==> src/rtl/pattern_gen.sv <==
// Burst pattern generator: emits DEPTH beats of a CONST/INCR/WALK/ALT pattern
// over a valid/ready stream, then pulses done for one cycle.
module pattern_gen #(
  parameter int unsigned WIDTH = 4,
  parameter int unsigned DEPTH = 8,
  parameter logic [WIDTH-1:0] INIT = WIDTH'(4'h5)
) (
  input  logic             clk,
  input  logic             rst,
  input  logic             start,
  input  logic [1:0]       mode,
  output logic             out_valid,
  input  logic             out_ready,
  output logic [WIDTH-1:0] out_data,
  output logic             out_last,
  output logic             busy,
  output logic             done
);

  localparam int unsigned KW = (DEPTH > 1) ? $clog2(DEPTH) : 1;
  localparam logic [KW-1:0] K_LAST = KW'(DEPTH - 1);

  localparam logic [1:0] MODE_CONST = 2'd0;
  localparam logic [1:0] MODE_INCR  = 2'd1;
  localparam logic [1:0] MODE_WALK  = 2'd2;
  localparam logic [1:0] MODE_ALT   = 2'd3;

  typedef enum logic [1:0] {
    S_IDLE = 2'd0,
    S_RUN  = 2'd1,
    S_DONE = 2'd2
  } state_e;

  state_e           state_q, state_d;
  logic [KW-1:0]    k_q, k_d;
  logic [1:0]       mode_q, mode_d;
  logic             valid_q, valid_d;
  logic             last_q, last_d;
  logic [WIDTH-1:0] data_q, data_d;
  logic             busy_q, busy_d;
  logic             done_q, done_d;
  logic [KW-1:0]    k_inc;

  function automatic logic [WIDTH-1:0] first_beat(input logic [1:0] m);
    first_beat = (m == MODE_WALK) ? WIDTH'(1) : INIT;
  endfunction

  // Each beat is derived from the previous one, so no divider is needed for WALK.
  function automatic logic [WIDTH-1:0] next_beat(input logic [1:0] m,
                                                 input logic [WIDTH-1:0] cur);
    case (m)
      MODE_CONST: next_beat = cur;
      MODE_INCR:  next_beat = cur + WIDTH'(1);
      MODE_WALK:  next_beat = {cur[WIDTH-2:0], cur[WIDTH-1]};
      MODE_ALT:   next_beat = ~cur;
      default:    next_beat = cur;
    endcase
  endfunction

  assign k_inc = k_q + KW'(1);

  always_comb begin
    state_d = state_q;
    k_d     = k_q;
    mode_d  = mode_q;
    valid_d = valid_q;
    last_d  = last_q;
    data_d  = data_q;
    done_d  = 1'b0;
    case (state_q)
      S_IDLE: begin
        if (start) begin
          state_d = S_RUN;
          mode_d  = mode;
          k_d     = '0;
          valid_d = 1'b1;
          data_d  = first_beat(mode);
          last_d  = (K_LAST == '0);
        end
      end
      S_RUN: begin
        if (valid_q && out_ready) begin
          if (last_q) begin
            state_d = S_DONE;
            k_d     = '0;
            valid_d = 1'b0;
            last_d  = 1'b0;
            data_d  = '0;
            done_d  = 1'b1;
          end else begin
            k_d    = k_inc;
            data_d = next_beat(mode_q, data_q);
            last_d = (k_inc == K_LAST);
          end
        end
      end
      S_DONE: state_d = S_IDLE;
      default: state_d = S_IDLE;
    endcase
    busy_d = (state_d != S_IDLE);
  end

  always_ff @(posedge clk) begin
    if (rst) begin
      state_q <= S_IDLE;
      k_q     <= '0;
      mode_q  <= MODE_CONST;
      valid_q <= 1'b0;
      last_q  <= 1'b0;
      data_q  <= '0;
      busy_q  <= 1'b0;
      done_q  <= 1'b0;
    end else begin
      state_q <= state_d;
      k_q     <= k_d;
      mode_q  <= mode_d;
      valid_q <= valid_d;
      last_q  <= last_d;
      data_q  <= data_d;
      busy_q  <= busy_d;
      done_q  <= done_d;
    end
  end

  assign out_valid = valid_q;
  assign out_last  = last_q;
  assign out_data  = data_q;
  assign busy      = busy_q;
  assign done      = done_q;

endmodule

==> config.mk <==
export PLATFORM = sky130hd
export DESIGN_NAME = pattern_gen
export DESIGN_NICKNAME = d
export VERILOG_FILES = /design/src/rtl/pattern_gen.sv
export SDC_FILE = /design/constraint.sdc
export NUM_CORES = 1
export LEC_CHECK = 0
export ABC_AREA = 1
export ABC_CLOCK_PERIOD_IN_PS = 2300
export CELL_PAD_IN_SITES_DETAIL_PLACEMENT = 2
export CELL_PAD_IN_SITES_GLOBAL_PLACEMENT = 2
export CORE_MARGIN = 2
export CORE_UTILIZATION = 25
export DETAILED_ROUTE_END_ITERATION = 8
export PLACE_DENSITY = 0.72
export SYNTH_ARGS = -nofsm -noshare
export SYNTH_HDL_FRONTEND = slang
export SYNTH_SLANG_ARGS = --single-unit
==> constraint.sdc <==
create_clock -name clk -period 2.3 [get_ports clk]
set_clock_uncertainty 0.1 [all_clocks]
set_input_delay 0.23 -clock clk [delete_from_list [all_inputs] [get_ports clk]]
set_output_delay 0.23 -clock clk [all_outputs]
set_load 0.01 [all_outputs]
# Word level (Yosys, flattened, before mapping)
# Index checks and enable logic that the tools add are counted.
[word_totals]
register_bits = 15
latchBits = 0
ramBits = 0
rom_bits = 0
inputBits = 6
output_inout_bits = 8
memories = 0
[classes]
addsub = 2
mul = 0
div_mod_pow = 0
order_cmp = 0
n_eq_ne = 10
shift = 0
muxes = 23
n_bitwise = 3
reduce_logical = 10
[ops]
columns = ["operator", "n"]
rows = [
  ["$mux W3", 4],
  ["$mux W4", 3],
  ["$pmux W4 S3", 1],
  ["$pmux W4 S2", 1],
  ["$reduce_and A4 Y1", 2],
  ["$mux W1", 7],
  ["$eq A2 B2 Y1 const B", 3],
  ["$mux W2", 3],
  ["$ne A2 B2 Y1 const B", 3],
  ["$pmux W3 S2", 1],
  ["$add A4 B1 Y4 const B", 1],
  ["$eq A2 B1 Y1 const B", 2],
  ["$logic_not A2 Y1", 2],
  ["$not A4 Y4", 1],
  ["$pmux W1 S2", 2],
  ["$pmux W2 S2", 1],
  ["$reduce_bool A2 Y1", 2],
  ["$add A3 B1 Y3 const B", 1],
  ["$eq A3 B3 Y1 const B", 1],
  ["$ne A3 B3 Y1 const B", 1],
  ["$reduce_and A3 Y1", 1],
  ["$reduce_or A3 Y1", 1],
  ["$not A1 Y1", 2],
  ["$reduce_and A2 Y1", 1],
  ["$logic_and A1 B1 Y1", 1],
]

# Logic depth before layout (Yosys ltp)
[depth]
ltp_word = 5
depth_mapped = 8
depth_no_buf = 8

# Least setup slack after synthesis
# OpenSTA, ideal clock, no wires.
[synth_timing]
path_type = "reg2reg"
from = "reg data_q[0] (netlist: out_data[0])"
to = "reg data_q[1] (netlist: out_data[1])"
setup_ps = 111
t_arrival_ps = 997
required_ps = 2089
setup_slack_ps = 1092
path_stages_with_launch = 6
period_less_slack_ps = 1208
path_cell_list = "dfxtp_1 > ha_1 > o22ai_1 > nor2_1 > nor2_1 > nor2_1"
[synth_via]
elab_chain_cells = 5
[synth_lines]
columns = ["item", "line_no", "text"]
rows = [
  ["start, declared", "39", "logic [WIDTH-1:0] data_q, data_d;"],
  ["start signal, assigned", "119", "data_q <= data_d;"],
  ["$add A4 B1 Y4", "53", "MODE_INCR: next_beat = cur + WIDTH'(1);"],
  ["$pmux W4 S3 (*)", "51", "case (m)"],
  ["$mux W4 (*)", "83", "if (last_q) begin"],
  ["$mux W4 (*)", "82", "if (valid_q && out_ready) begin"],
  ["$pmux W4 S2 (*)", "70", "case (state_q)"],
]
# Every way passes the cells marked *; elsewhere a longest branch is shown, timed or not. The select of a mux whose other input is x is not followed.
# A chain may end at the register's enable or synchronous reset.

# Final worst setup path
[layout_timing]
from = "reg data_q[0] (netlist: out_data[0])"
to = "out out_data[0]"
[layout_lines]
columns = ["item", "line_no", "text"]
rows = [
  ["end, declared", "14", "output logic [WIDTH-1:0] out_data,"],
]
# No word-level cell between the ends.

==> out/metrics.cfg <==
[setup_path]
slowest_delay_ns = 0.59
end_kind = primary output
critPathSlowestCell = clkdlybuf4s50_1
path_buf_inv = 1
worstPathCellList = clkdlybuf4s50_1
critPathTopFamily = buffers and inverters
worst_setup_path_start_kind = flop
worstSetupPathType = flop to primary output
crit_fanout = 7
cp.required_ns = 1.97
cp.arrival_ns = 1.35

[timing]
tightest_slew_ns = 0.2646
finalSetupViolCount = 0
max_freq_mhz = 596.0
rsz0062_at_grt = false
hold_viol = 0
setup_tns_ns = 0
whs_ns = 0.3984
fin_crit_sh = 0.7295
drv_slew = 0
min_period_ns = 1.678
max-slew-margin-rel = 0.8234

[global_routing]
grt_usage = 0.1439
gr-total-overflow = 0
grt_max_degree = 9
antenna_found_initial = 0
first_global_vias = 869
grt_pass1_wl_mm = 3.995

[synthesis]
synth_compound_area_frac = 0.09472
yosys.area_share.xor_xnor = 0.02174
syn_nets = 125
synthSimpleGateAreaFrac = 0.3789
ys_types = 18
yosys.area.top_type = dfxtp_1
synth_top_area_frac = 0.3727
synth_most_common_cell = nand2_1
synthFlopType = dfxtp_1
synthTopCellsByCount = nand2_1 (24), nor2_1 (19), dfxtp_1 (15), inv_1 (14), nand3_1 (10)
seq_area_frac_synth = 0.3727
synth_fa_ha_area_frac = 0.04658
synth_edf_count = 0
synth_area_leaders = dfxtp_1 (37%), nand2_1 (11%), nor2_1 (8.9%)
synthMuxAreaShare = 0
netlist_area_um2 = 805.8
yosysWarnings = 0
synth_top_family_by_area = simple AND/OR/NAND/NOR gates
synthCells = 116
avgSynthCellArea_um2 = 6.946
ys_ff_latch = 15
synthArstFlopShare = 0

[route]
drt_iter0_drc = 29
drt-total-wl_mm = 2.286
viasPerCell = 4.577
ant_nets = 0
num_vias = 801
first_pass_iters = 2
drc = 0
wl_per_cell_um = 13.06

[layout]
syn2layout_area_growth_pct = 25.16
drive_gt1_frac = 0.09924
nNetsFinal = 141
fillers = 397
diodes = 0
finalInstanceArea_um2 = 1008

[floorplan]
die_y_um = 60.77
dieArea_um2 = 3693
pin_count = 14
initial_core_util = 0.2639
coreArea_um2 = 3053
die_w_um = 60.77
rows = 20

[flow_run]
cap_violations = 0

[clocking]
htreeDepth = 1
clock_tree.root_cell = clkbuf_4
postCtsSetupBuffers = 0
clockBufferDepth = 2
post_cts_resized = 0
insertion_delay_ns = 0.29
cts_tree = yes
cts-hold-fix-buffers = 0
clkTransAtPathRegs_ns = 0.09
numCtsBuffers = 3
cts_sinks = 15

[run_status]
status = complete, no violations

[place]
place_area_um2 = 982.2
io_buffers = 13
hpwl_mm = 1.757
routabilityCongestion = 0.7459

[pwr]
peakVddDrop_v = 0.0002110
p_leak_nw = 0.4494
p_total_w = 0.0006181
power_density_nw_per_um2 = 612.9

[worst_hold_path]
hp-class = flop to flop

[worst paths after layout]
path	startpoint	end	slack, ns	depth (start not counted)
setup / recovery	out_data[0]	out_data[0]	0.62	1
hold / removal	k_q[2]	k_q[2]	0.40	2
setup reg to reg	state_q[1]	out_data[2]	0.98	8
hold reg to reg	k_q[2]	k_q[2]	0.40	2
[where the power goes]
part	internal [W]	total, W	switching (W)
clock network	0.0000675	0.000159	0.0000911
logic	0.0000661	0.000157	0.0000905
registers	0.000279	0.000303	0.0000237
[cells in the final DEF, fill, tap and decap left out]
cell,instances
xor2_1,2
nand2_4,2
nor2_4,2
nand3_4,1
nand3_1,10
ha_1,3
o21ai_0,7
clkbuf_1,1
inv_1,14
a21oi_1,7
nand2_2,3
clkdlybuf4s50_1,13
o22ai_1,1
dfxtp_1,15
nor2_1,19
inv_2,2
clkbuf_4,3
nand4_1,2
nand2_1,24
[state kept, by name (all words and copies together) (netlist names)]
register / flops
done: 1
out_last: 1
mode_q: 2
k_q: 3
out_data: 4
busy: 1
out_valid: 1
state_q: 2
[layer usage]
metal / global-route usage / routed length (um) / vias to the layer above
li1: - / - / 398
met1: 0.1703 / 1015 / 384
met2: 0.2657 / 1166 / 14
met3: 0.01919 / 74 / 5
met4: 0.04658 / 29 / 0
met5: 0 / 0 / -
[cells by family after synthesis]
kind of cell,after synthesis
simple gates,63
buf+inv,18
compound gates,15
flops,15
fa+ha+maj,3
xor+xnor,2
[area by class of cell]
| class | count | area, um2 | share of cell area |
|---|---|---|---|
| inverters | 16 | 60.06 | 0.05955 |
| well taps | 44 | 55.05 | 0.05459 |
| clock buffers | 4 | 26.28 | 0.02605 |
| repair buffers | 13 | 130.1 | 0.1290 |
| multi-input cells | 83 | 436.7 | 0.4330 |
| flip-flops and latches | 15 | 300.3 | 0.2978 |
[stage by stage]
stage	setup slack, ns	cells	util
after CTS	0.6182	175	0.3303
after floorplan	1.092	116	-
after global placement	0.7991	171	0.3217
final	0.6220	175	0.3303
after global routing	0.5528	175	0.3303
after detailed placement	0.7512	171	0.3217
Note: power is estimated with default switching activity, not from simulation.
